## src/rtl/drc_route_engine.sv

```systemverilog
// Device route controller: buffers dispatched packets, resolves each destination
// through one DAMC lookup with timeout, and emits it on the routed or unreachable channel.
module drc_route_engine #(
    parameter int DATA_W         = 128,
    parameter int ADDR_W         = 16,
    parameter int PORT_W         = 5,
    parameter int TYPE_W         = 6,
    parameter int DEPTH          = 4,
    parameter int LOOKUP_TIMEOUT = 15
) (
    input  logic              iClk,
    input  logic              iResetN,
    input  logic              DRC_PEC_pktDisValid,
    output logic              DRC_PEC_pktDisReady,
    input  logic [TYPE_W-1:0] DRC_PEC_pktDisType,
    input  logic [DATA_W-1:0] DRC_PEC_pktDisData,
    input  logic [ADDR_W-1:0] DRC_PEC_pktDisAddr,
    input  logic [PORT_W-1:0] DRC_PEC_pktDisPort,
    output logic              DRC_DAMC_lookupValid,
    output logic [ADDR_W-1:0] DRC_DAMC_lookupDeviceAddr,
    input  logic              DRC_DAMC_lookupRspValid,
    input  logic [PORT_W-1:0] DRC_DAMC_lookupRspPort,
    output logic              DRC_routeValid,
    input  logic              DRC_routeReady,
    output logic [TYPE_W-1:0] DRC_routeType,
    output logic [DATA_W-1:0] DRC_routeData,
    output logic [ADDR_W-1:0] DRC_routeSrcAddr,
    output logic [PORT_W-1:0] DRC_routeDestPort,
    output logic              DRC_unreachValid,
    input  logic              DRC_unreachReady,
    output logic [PORT_W-1:0] DRC_unreachPort,
    output logic [ADDR_W-1:0] DRC_unreachAddr,
    output logic [7:0]        DRC_dropCnt,
    output logic [7:0]        DRC_timeoutCnt
);

    localparam int AW = (DEPTH > 1) ? $clog2(DEPTH) : 1;
    localparam int CW = AW + 1;
    localparam int TW = $clog2(LOOKUP_TIMEOUT + 1);

    localparam logic [TYPE_W-1:0] UPREQ = TYPE_W'(1);
    localparam logic [TYPE_W-1:0] DNREQ = TYPE_W'(2);
    localparam logic [TYPE_W-1:0] UPRSP = TYPE_W'(3);
    localparam logic [TYPE_W-1:0] DNRSP = TYPE_W'(4);
    localparam logic [TYPE_W-1:0] UPDAT = TYPE_W'(5);

    localparam logic [1:0] ST_IDLE = 2'd0;
    localparam logic [1:0] ST_REQ  = 2'd1;
    localparam logic [1:0] ST_WAIT = 2'd2;
    localparam logic [1:0] ST_OUT  = 2'd3;

    typedef struct packed {
        logic [TYPE_W-1:0] typ;
        logic [DATA_W-1:0] data;
        logic [ADDR_W-1:0] addr;
        logic [PORT_W-1:0] port;
    } entry_t;

    entry_t            mem [DEPTH];
    entry_t            head;
    logic [AW-1:0]     wr_ptr;
    logic [AW-1:0]     rd_ptr;
    logic [CW-1:0]     count;
    logic [1:0]        state;
    logic [TW-1:0]     timer;
    logic              mode_route;
    logic [PORT_W-1:0] dest_port;
    logic [7:0]        drop_cnt;
    logic [7:0]        tmo_cnt;

    logic type_ok, accept, push, pop, out_valid;

    assign head    = mem[rd_ptr];
    assign type_ok = (DRC_PEC_pktDisType == UPREQ) || (DRC_PEC_pktDisType == DNREQ) ||
                     (DRC_PEC_pktDisType == UPRSP) || (DRC_PEC_pktDisType == DNRSP) ||
                     (DRC_PEC_pktDisType == UPDAT);

    // Ready comes only from the registered count; a same-cycle pop does not help.
    assign DRC_PEC_pktDisReady = iResetN & (count != CW'(DEPTH));
    assign accept = DRC_PEC_pktDisValid & DRC_PEC_pktDisReady;
    assign push   = accept & type_ok;

    assign out_valid        = iResetN && (state == ST_OUT);
    assign DRC_routeValid   = out_valid & mode_route;
    assign DRC_unreachValid = out_valid & ~mode_route;
    assign pop = (DRC_routeValid & DRC_routeReady) | (DRC_unreachValid & DRC_unreachReady);

    assign DRC_DAMC_lookupValid      = iResetN && (state == ST_REQ);
    assign DRC_DAMC_lookupDeviceAddr = DRC_DAMC_lookupValid ? head.addr : '0;

    // Fields are zero whenever their channel is idle, so reset forces every output low.
    assign DRC_routeType     = DRC_routeValid ? head.typ  : '0;
    assign DRC_routeData     = DRC_routeValid ? head.data : '0;
    assign DRC_routeSrcAddr  = DRC_routeValid ? head.addr : '0;
    assign DRC_routeDestPort = DRC_routeValid ? dest_port : '0;
    assign DRC_unreachPort   = DRC_unreachValid ? head.port : '0;
    assign DRC_unreachAddr   = DRC_unreachValid ? head.addr : '0;
    assign DRC_dropCnt       = drop_cnt;
    assign DRC_timeoutCnt    = tmo_cnt;

    always_ff @(posedge iClk) begin
        if (push) mem[wr_ptr] <= '{typ: DRC_PEC_pktDisType, data: DRC_PEC_pktDisData,
                                   addr: DRC_PEC_pktDisAddr, port: DRC_PEC_pktDisPort};
    end

    always_ff @(posedge iClk) begin
        if (!iResetN) begin
            wr_ptr   <= '0;
            rd_ptr   <= '0;
            count    <= '0;
            drop_cnt <= '0;
        end else begin
            if (push) wr_ptr <= wr_ptr + 1'b1;
            if (pop)  rd_ptr <= rd_ptr + 1'b1;
            case ({push, pop})
                2'b10:   count <= count + 1'b1;
                2'b01:   count <= count - 1'b1;
                default: count <= count;
            endcase
            if (accept && !type_ok && drop_cnt != 8'hFF) drop_cnt <= drop_cnt + 1'b1;
        end
    end

    always_ff @(posedge iClk) begin
        if (!iResetN) begin
            state      <= ST_IDLE;
            timer      <= '0;
            mode_route <= 1'b0;
            dest_port  <= '0;
            tmo_cnt    <= '0;
        end else begin
            case (state)
                ST_IDLE: if (count != '0) state <= ST_REQ;
                ST_REQ: begin
                    timer <= '0;
                    state <= ST_WAIT;
                end
                ST_WAIT: begin
                    timer <= timer + 1'b1;
                    // A response in the final cycle beats the timeout.
                    if (DRC_DAMC_lookupRspValid) begin
                        mode_route <= (DRC_DAMC_lookupRspPort != '0);
                        dest_port  <= DRC_DAMC_lookupRspPort;
                        state      <= ST_OUT;
                    end else if (timer == TW'(LOOKUP_TIMEOUT - 1)) begin
                        mode_route <= 1'b0;
                        if (tmo_cnt != 8'hFF) tmo_cnt <= tmo_cnt + 1'b1;
                        state      <= ST_OUT;
                    end
                end
                ST_OUT:  if (pop) state <= ST_IDLE;
                default: state <= ST_IDLE;
            endcase
        end
    end

endmodule
```

## config.mk

```make
export PLATFORM = sky130hd
export DESIGN_NAME = drc_route_engine
export DESIGN_NICKNAME = d
export VERILOG_FILES = /design/src/rtl/drc_route_engine.sv
export SDC_FILE = /design/constraint.sdc
export NUM_CORES = 1
export LEC_CHECK = 0
export BUFFER_PORTS_ARGS = -buffer_cell sky130_fd_sc_hd__buf_2
export CAP_MARGIN = 20
export CORE_AREA = 5 5 289 291
export DETAILED_ROUTE_END_ITERATION = 10
export DIE_AREA = 0 0 294 296
export RECOVER_POWER = 100
export SLEW_MARGIN = 10
export SYNTH_ARGS = -nofsm -noshare
export SYNTH_HDL_FRONTEND = slang
export SYNTH_SLANG_ARGS = --single-unit
```

## constraint.sdc

```tcl
create_clock -name iClk -period 5.6 [get_ports iClk]
set_clock_uncertainty 0.2 [all_clocks]
set_input_delay 0.28 -clock iClk [delete_from_list [all_inputs] [get_ports iClk]]
set_output_delay 0.28 -clock iClk [all_outputs]
set_load 0.02 [all_outputs]
```

==> results.md, run 1 <==
- Outcome: finished with violations
- Failing checks: capacitance limit, slew limit
- Ys Warns: 0
- F_max: 0.230 GHz
- Residual DRC: 0
- Starting Density: 31.8%
- Reg-to-Reg End: mem[1][85]
- Area grow syn2layout: 26.3%
- P per Cell Area: 313 mW/mm^2
- Detail Route Antenna Nets: 0
- Max-cap viol count: 5
- Slowest CP cell: clkbuf_2
- CTS max path bufs: 3
- Worst-path cell chain: dlygate4sd3_1 -> clkbuf_1 -> nand2_1 -> a21oi_1 -> and3_1 -> clkbuf_2
- WP depth: 6
- Peak VDD IR: 0.000183 V
- Worst setup startpoint: iResetN
- Fin nets: 2013
- FF+latch count, synth: 657
- Core region area: 0.0803 mm^2
- TritonRoute pass-1 iters: 4
- Worst-path clk slew: 60 ps
- Gp weighted congestion: 0.745
- Critical path fanouts, max: 74
- TritonCTS buffer count: 71
- Worst Path Buf+Inv: 3
- Slew Viols, Final: 301
- Crit path capture: mem[1][85]
- Seq/Total Area, Yosys: 75.9%
- Post-synthesis cell count: 1253
- Critical path arrival: 4300 ps
- Min-Delay Path Class: input port to flip-flop
- 1st-iter DRT viols: 762
- Post-synthesis average cell area: 20.3 um^2
- H-tree levels: 3
- Period utilization: 77.6%
- Resized cells post-CTS: 0
- CTS tree: built
- Num rows: 104
- R2r startpoint: count[0]
- Layout cells sized above 1: 19.0%
- Fin util: 40.1%
- Net Count, Synth: 1434
- Element type at the critical path end: flip-flop
- Global Route Usage Sum: 13.5%
- Largest net degree at the start of global routing: 82
- Sequential cell area: 0.0194 mm^2
- Worst stage delay on the critical path: 1690 ps
- Vias: 13700
- Number of global-route vias before repair: 15100
- Endpoints failing setup: 0
- Number of distinct library cells after synthesis: 48
- Number of top-level pins: 378
- Post-layout power: 10.1 mW
- Multi-input logic area: 0.00581 mm^2
- Skew-Pair Late Insertion Delay: 590 ps
- Family with the most delay on the worst path: buffers and inverters
- Fill cells: 7293
- Overflow left after global routing: 0
- Die Wd: 294 um
- Hpwl dp: 35700 um
- Setup TNS: 0 ps
- Die height: 296 um
- Hold_ws: 103 ps
- Port Buffers: 377
- Routed vias/inst: 4.64
- Wire per inst: 20.2 um
- Initial antenna violation count: 6
- RSZ-0062 raised after global routing: false
- Global-route wire length before repair: 90400 um
- Root Buffer: clkbuf_16
- CP required: 5550 ps
- Sink Count: 657
- Pre-CTS WS: 2280 ps
- Setup ws final: 1250 ps
- Full die area: 0.0870 mm^2
- WL final: 59600 um
- Final hold violation count: 0
- Worst Reg-to-Reg Cells: 4
- Synth Cell Area: 0.0255 mm^2
- Crit Path Category: input port to flip-flop
- Hold Path Origin: DRC_unreachReady
- Reg2Reg Setup Slack: 1720 ps
- Crit path launch type: input port
- Post-layout min period: 4350 ps
- Slew headroom: -62.3%
- P_leak: 10.2 nW
- Slew at the pin closest to its max-slew limit: 2430 ps
[cell type report]
class,instances,share of cell area [%]
Antenna cell,4,0.0311
Clock inverter,35,0.785
Inverter,14,0.163
Sequential cell,657,60.1
Clock buffer,92,5.86
Tap cell,1060,4.12
Timing Repair Buffer,568,10.9
Multi-Input combinational cell,520,18.0
[worst min path at each step]
stage	end	slack (ps)	cells after the start
floorplan	mem[0][0]	180	0
global placement	dest_port[0]	240	2
detailed placement	dest_port[1]	250	2
CTS	flip-flop	70	5
global route	flip-flop	130	5
finish	flip-flop	100	5
[worst register-to-register path, delay by kind of cell (launching register included)]
| family | cells | cell delay, ps |
|---|---|---|
| compound gates | 1 | 560 |
| buf+inv | 1 | 1690 |
| flops | 1 | 370 |
| simple gates | 2 | 460 |
[per-layer routing]
layer | share of wire [%] | track usage, % | up-vias | routed length [um]
met4 | 2.2 | 4.35 | 2 | 1340
met5 | 0.022 | 0 | - | 13
met2 | 52 | 23.4 | 324 | 30700
met1 | 41 | 16.9 | 7094 | 24400
li1 | - | - | 6167 | -
met3 | 5.3 | 3.04 | 93 | 3160
[cells in the final DEF, fill, tap and decap left out, types with 22 or more instances in the layout]
cell type      Yosys  routed
and2_1           192     127
buf_2             15      84
a21oi_1           22      22
edfxtp_1         620     620
clkbuf_1          30     313
dlygate4sd3_1      0     173
mux4_2           155     155
dfxtp_1           37      35
clkbuf_16          0      72
and2_0             1      66
[through the flow]
stage / instances / instance area, um^2
after detailed placement: 2645 / 28700
after global routing: 2947 / 32200
after global placement: 2645 / 28700
final: 2950 / 32200
after CTS: 2945 / 32600
after floorplan: 1253 / 25500
[power breakdown]
part           switching [mW]  internal (mW)
clock network            1.87           2.45
logic                   0.204          0.180
registers              0.0124           5.39
[synthesized netlist by cell type, drive strengths merged]
cell type	n	area share, %
nor3b	2	0.059
nor2	19	0.28
nor2b	1	0.025
nand3	17	0.33
mux4	155	14
a21oi	22	0.43
a21o	2	0.059
o221a	2	0.088
and3	12	0.31
a211o	1	0.034
a31o	1	0.034
nand2b	3	0.10
or2	1	0.025
nor4	3	0.098
o311a	1	0.039
nand3b	1	0.029
or4	2	0.059
nand4	4	0.098
a31oi	1	0.025
xor2	3	0.10
nor3	5	0.098
inv	13	0.19
xnor2	2	0.069
mux2i	8	0.31
ha	14	0.69
and2	193	4.7
o31ai	3	0.088
dfxtp	37	2.9
buf	31	0.60
o21ai	9	0.18
clkbuf	31	0.46
o21a	1	0.029
a21boi	1	0.029
and4	1	0.034
edfxtp	620	73
or3	7	0.19
clkinv	1	0.015
fa	1	0.079
a311oi	1	0.034
nand2	21	0.31
[flip-flops by register name (all words and copies together) (netlist names), named ones only]
name,flops
DRC_dropCnt,8
DRC_timeoutCnt,8
count,3
dest_port,5
mem,620
mode_route,1
rd_ptr,2
state,2
timer,4
wr_ptr,2
[cell families after synthesis]
group | count (synthesis) | synth area share (%)
adder cells (fa/ha/maj) | 15 | 0.766
flip-flops | 657 | 75.9
multiplexers | 163 | 14.0
XOR/XNOR | 5 | 0.172
AND/OR/NAND/NOR | 292 | 6.79
buffers and inverters | 76 | 1.27
AO/OA/AOI/OAI | 45 | 1.07
[timing repair]
item,CTS,global route
buffers inserted,0,0
hold endpoints to repair,637,0
setup endpoints to repair,0,0
hold buffers,173,0
Power figures use the tool's default switching activity.
==> inputs of run 2 (changes only) <==
clock period = 4.5 ns   (was 5.6 ns; I/O delays follow)
==> results.md, run 2 (synthesized netlist as in run 1, its figures left out) <==
- Highest metal used: met5
- H-tree levels: 3 (unchanged)
- Number of top-level pins: 378 (unchanged)
- Largest register FFs: 620 (unchanged)
- WL met2: 30800 um (+0.19%)
- Layout cells sized above 1: 22.1% (+3.2 points)
- Crit Path Category: input port to output port
- Routed vias/inst: 4.68 (+0.92%)
- Worst-path cell chain: dlygate4sd3_1 -> clkbuf_1 -> and3_1 -> buf_12 -> and2_0 -> buf_2
- TritonCTS buffer count: 73 (+2.8%)
- Largest net degree at the start of global routing: 137 (+67%)
- CP required: 4070 ps (-1480 ps)
- Gp weighted congestion: 0.754 (+1.2%)
- Core region area: 0.0803 mm^2 (unchanged)
- WL final: 61200 um (+2.6%)
- Multi-input logic area: 0.00581 mm^2 (about the same)
- Detail Route Antenna Nets: 0 (unchanged)
- P_leak: 10.6 nW (+3.7%)
- Slew headroom: 7.89% (+70 points)
- Global Route Usage Sum: 13.6% (+0.14 points)
- Worst Path Buf+Inv: 4 (+1)
- Critical path arrival: 3280 ps (-1020 ps)
- Critical path fanouts, max: 136 (+84%)
- Period utilization: 82.4%
- Post-layout power: 13.1 mW (+29%)
- Post-CTS Hold Fix Bufs: 175 (+1.2%)
- Slew Viols, Final: 0 (-100%)
- RSZ-0062 raised after global routing: false
- Initial antenna violation count: 10 (+4)
- Commonest non-fill, non-tap cell in the layout: edfxtp_1
- Min-Delay Path Class: input port to flip-flop
- Full die area: 0.0870 mm^2 (unchanged)
- Final hold violation count: 0 (unchanged)
- Hpwl dp: 38600 um (+7.9%)
- Fill cells: 7217 (-1.0%)
- TritonRoute pass-1 iters: 5 (+1)
- 1st-iter DRT viols: 811 (+6.4%)
- Slew at the pin closest to its max-slew limit: 1380 ps (-1050 ps)
- Register with the most flip-flops: mem
- Die height: 296 um (unchanged)
- Worst stage delay on the critical path: 770 ps (-920 ps)
- Sequential cell area: 0.0194 mm^2 (about the same)
- Slowest CP cell: and3_1
- Crit path launch type: input port
- Post-layout min period: 3710 ps
- Num rows: 104 (unchanged)
- CTS tree: built
- Outcome: complete, no violations
- Die Wd: 294 um (unchanged)
- Post-CTS Setup Bufs: 0 (unchanged)
- Root Buffer: clkbuf_16
- Number of global-route vias before repair: 14800 (-1.9%)
- Resized cells post-CTS: 0 (unchanged)
- Fin nets: 2043 (+1.5%)
- Element type at the critical path end: output port
- Family with the most delay on the worst path: buffers and inverters
- Worst-path clk slew: 60 ps (about the same)
- Starting Density: 31.8% (unchanged)
- CTS max path bufs: 3 (unchanged)
- Wire per inst: 20.5 um (+1.3%)
- Area grow syn2layout: 28.5%
- Met3 WL: 3680 um (+16%)
- F_max: 0.270 GHz
- Global-route wire length before repair: 90800 um (+0.52%)
- Vias: 14000 (+2.2%)
- Max-cap viol count: 0 (-5)
- Port Buffers: 377 (unchanged)
- Endpoints failing setup: 0 (unchanged)
- Commonest non-fill, non-tap cells in the layout: edfxtp_1 (620), clkbuf_1 (286), dlygate4sd3_1 (175)
- Post-Route M1 WL: 25400 um (+4.1%)
- Setup TNS: 0 ps (unchanged)
- Skew-Pair Late Insertion Delay: 600 ps (about the same)
- P per Cell Area: 399 mW/mm^2 (+27%)
- Peak VDD IR: 0.000283 V (+54%)
- Residual DRC: 0 (unchanged)
- Sink Count: 657 (unchanged)
- Overflow left after global routing: 0 (unchanged)
## run 2: cell count changes in the layout (fill, tap and decap cells not counted), sizes merged
cell / change
bufinv: +5
inv: -3
dlygate4sd3: +2
clkinv: +9
buf: +49
clkinvlp: -2
clkbuf: -26
diode: +2
## run 2: final timing paths
path	startpoint	slack, ps	to	cells past startpoint
worst max-delay path	iResetN	790	DRC_routeData[109]	6
worst min-delay path	DRC_unreachReady	120	flip-flop	5
worst max register to register	count[0]	1220	mem[3][112]	4
worst min register to register	state[1]	310	state[1]	2
## run 2: worst reg2reg max path, cell delays in order (launching register included)
cell and delay [ps]:
dfxtp_1 360, nor2_1 100, a21oi_1 580, and3_2 1240
buf_4 480
## run 2: final cells by class
class / instances / area share [%]
antenna: 6 / 0.0458
clock buffer: 89 / 5.88
clock inverter: 44 / 1.41
inverter: 14 / 0.160
multi-input combinational: 520 / 17.7
sequential: 657 / 59.1
tap: 1060 / 4.05
timing repair buffer: 596 / 11.6
## run 2: metrics by stage
stage	utilization, %	hold slack (ps)	worst slack, ps	instances	cell area, um^2
floorplan	-	124	1020	1253	25500
global placement	36.1	236	1460	2671	29000
detailed placement	36.1	240	1400	2671	29000
CTS	41.3	60.7	1010	2979	33100
global route	40.8	107	555	2983	32800
finish	40.8	115	791	2986	32800
## run 2: layer usage
metal / track usage, % / up-vias
li1: - / 6255
met3: 2.91 / 93
met4: 4.10 / 6
met2: 23.2 / 381
met1: 17.7 / 7240
met5: 0 / -
## run 2: power by group
| group | leakage, nW | switching (mW) | internal [mW] |
|---|---|---|---|
| Combinational | 3.56 | 0.265 | 0.226 |
| Clock | 1.18 | 2.42 | 3.44 |
| Sequential | 5.87 | 0.0156 | 6.70 |
==> inputs of run 3 (changes only) <==
ABC_AREA = 1   (was default)
CORE_AREA = 5 5 293 295   (was 5 5 289 291)
DIE_AREA = 0 0 298 300   (was 0 0 294 296)
clock period = 3.4 ns   (was 4.5 ns; I/O delays follow)
==> results.md, run 3 <==
- Outcome: complete, no violations
- Synth area leader: edfxtp_1
- Global-route wire length before repair: 99800 um (+9.9%)
- Starting Density: 31.6% (-0.18 points)
- Num rows: 106 (+1.9%)
- Initial antenna violation count: 5 (-5)
- Reg2Reg Setup Slack: 610 ps (-610 ps)
- Setup TNS: 0 ps (unchanged)
- Register with the most flip-flops: mem
- Overflow left after global routing: 0 (unchanged)
- Layout Cells excl Fill: 3816 (+28%)
- Sink Count: 657 (unchanged)
- Most used DFF post-synth: edfxtp_1
- Hpwl dp: 37000 um (-3.9%)
- Post-CTS Setup Bufs: 0 (unchanged)
- Post-Synth Simple-Gate Area: 11.7% (+4.9 points)
- FF+latch count, synth: 657 (unchanged)
- RSZ-0062 raised after global routing: false
- Top post-synthesis cells by count: nor2_1 (648), edfxtp_1 (620), o21ai_0 (239)
- Residual DRC: 0 (unchanged)
- Slew Viols, Final: 0 (unchanged)
- F_max: 0.323 GHz
- 1st-iter DRT viols: 1110 (+37%)
- Crit Path Category: flip-flop to output port
- Synth Area in Compound Gates: 9.72% (+8.7 points)
- Min-Delay Path Class: input port to flip-flop
- Post-synthesis cell count: 2136 (+70%)
- Clk pwr share: 44.2% (-0.6 points)
- Slew headroom: 8.53% (+0.64 points)
- Final Cell Area: 0.0328 mm^2 (about the same)
- Number of distinct library cells after synthesis: 37 (-23%)
- Largest net degree at the start of global routing: 141 (+2.9%)
- Fill cells: 7997 (+11%)
- Number of global-route vias before repair: 17500 (+18%)
- Most common cell in the synthesized netlist: nor2_1
- Crit path launch type: flip-flop
- Slew at the pin closest to its max-slew limit: 1370 ps (-9.54 ps)
- Post-synth EDFFs: 620 (unchanged)
- Period utilization: 90.9%
- Register share of total power: 51.0% (-0.4 points)
- Vias: 17700 (+27%)
- Adder-cell share of the synthesized area: 0.746% (-0.020 points)
- Full die area: 0.0894 mm^2 (+2.7%)
- Combinational fraction of design power: 4.8% (+1.0 points)
- Die height: 300 um (+1.4%)
- Resized cells post-CTS: 0 (unchanged)
- H-tree levels: 3 (unchanged)
- Net Count, Synth: 2317 (+62%)
- TritonRoute pass-1 iters: 5 (unchanged)
- Mux contribution to synthesized area: 0% (-14 points)
- Post-synthesis average cell area: 12.3 um^2 (-40%)
- Switching portion of total power: 21.2% (+0.52 points)
- Gp weighted congestion: 0.730 (-3.3%)
- Routed vias/inst: 4.63 (-0.97%)
- Max-cap viol count: 0 (unchanged)
- Element type at the critical path end: output port
- Global Route Usage Sum: 14.1% (+0.42 points)
- CTS tree: built
- Critical path fanouts, max: 28 (-79%)
- Core region area: 0.0829 mm^2 (+3.2%)
- Area grow syn2layout: 25.2%
- Endpoints failing setup: 0 (unchanged)
- Sequential cell area: 0.0194 mm^2 (about the same)
- Largest register FFs: 620 (unchanged)
- Number of top-level pins: 378 (unchanged)
- Detail Route Antenna Nets: 0 (unchanged)
- Layout cells sized above 1: 6.63% (-16 points)
- Async set or reset register ratio after synthesis: 0% (unchanged)
- Synth top area share: 71.1% (-1.9 points)
- Post-layout min period: 3090 ps
- Commonest non-fill, non-tap cell in the layout: nor2_1
- Int Pwr: 13.8 mW (+33%)
- Critical path arrival: 2720 ps (-560 ps)
- TritonCTS buffer count: 75 (+2.7%)
- Commonest non-fill, non-tap cells in the layout: nor2_1 (646), edfxtp_1 (620), clkbuf_1 (360)
- WL final: 64900 um (+6.2%)
- Final hold violation count: 0 (unchanged)
- Multi-input logic area: 0.00588 mm^2 (+1.2%)
- Wire per inst: 17.0 um (-17%)
- P per Cell Area: 534 mW/mm^2 (+34%)
- CTS max path bufs: 3 (unchanged)
- Root Buffer: clkbuf_16
- CP required: 3030 ps (-1040 ps)
- Post-layout power: 17.5 mW (+34%)
- Largest family of logic cells by synthesized area: simple AND/OR/NAND/NOR gates
- Skew-Pair Late Insertion Delay: 590 ps (about the same)
- Synth Cell Area: 0.0262 mm^2 (+2.7%)
- Worst-path clk slew: 60 ps (about the same)
- Synth Area in XOR/XNOR: 0.301% (+0.13 points)
- Die Wd: 298 um (+1.4%)
- Net switching power: 3.70 mW (+37%)
- P_leak: 11.1 nW (+4.3%)
- Post-CTS Hold Fix Bufs: 180 (+2.9%)
- Placed cells: 3498 (+31%)
- Port Buffers: 377 (unchanged)
- Top cells by area, synth: edfxtp_1 (71%), nor2_1 (9.3%), o21ai_0 (4.6%)
- Peak VDD IR: 0.000437 V (+54%)
- Fin nets: 2856 (+40%)
- Seq/Total Area, Yosys: 74.0% (-2.0 points)
- Ys Warns: 0 (unchanged)
- Placed inst area: 0.0292 mm^2 (+0.82%)
-- run 3: cell types whose count changed after synthesis, moves of 16 or more --
| cell | previous run | this run |
|---|---|---|
| mux4_2 | 155 | 0 |
| nand2_1 | 21 | 106 |
| buf_2 | 15 | 44 |
| and2_1 | 192 | 0 |
| buf_4 | 5 | 31 |
| nor2_1 | 19 | 648 |
| o21ai_0 | 9 | 239 |
| a32o_1 | 0 | 16 |
| a21oi_1 | 22 | 181 |
| o21ai_1 | 0 | 52 |
| inv_1 | 13 | 40 |
| clkbuf_2 | 1 | 22 |
-- run 3: cells by family (layout without fill, tap and decap cells) --
group / Yosys count / after routing
adder cells (fa/ha/maj): 15 / 15
AO/OA/AOI/OAI: 491 / 491
buffers and inverters: 173 / 769
XOR/XNOR: 9 / 9
flip-flops: 657 / 657
other: 0 / 4
AND/OR/NAND/NOR: 791 / 791
-- run 3: critical path, cell delays in order (launching register included) --
cell      delay [ps]
dfxtp_1          350
ha_1             280
nand3_4          470
clkbuf_2         400
a21oi_1          260
clkbuf_1         320
-- run 3: per-layer routing --
layer | global-route usage [%] | routed length [um]
met2 | 23.8 | 31500
met3 | 2.84 | 3860
met4 | 3.74 | 1160
met5 | 0 | 13
met1 | 18.5 | 28400
-- run 3: cell type report --
type | instances | share of cell area [%]
Antenna cell | 4 | 0.0305
Tap cell | 1080 | 4.12
Timing Repair Buffer | 591 | 11.1
Clock inverter | 43 | 1.21
Clock buffer | 91 | 5.97
Sequential cell | 657 | 59.1
Inverter | 44 | 0.542
Multi-Input combinational cell | 1306 | 17.9
-- run 3: worst paths after layout --
kind / startpoint / to / depth (start not counted)
setup / recovery: state[0] / DRC_routeData[125] / 5
hold / removal: DRC_PEC_pktDisData[74] / mem[1][95] / 2
setup reg to reg: count[1] / mem[0][126] / 8
hold reg to reg: count[2] / count[2] / 2
-- run 3: per-stage QoR --
step / worst slack, ps / hold slack, ps / util (%)
floorplan: -343 / 68.9 / -
global placement: 975 / 185 / 35.3
detailed placement: 962 / 185 / 35.3
CTS: 295 / 54.1 / 40.3
global route: 99.8 / 139 / 39.5
finish: 308 / 149 / 39.5
-- run 3: power groups by stage --
stage	registers, mW	clock network (mW)	logic (mW)
6_report	8.92	7.74	0.841
2_1_floorplan	9.08	0	0.410
3_3_place_gp	9.08	0	0.689
4_1_cts	8.91	7.94	0.888
3_5_place_dp	9.08	0	0.700
5_1_grt	8.92	8.30	0.952
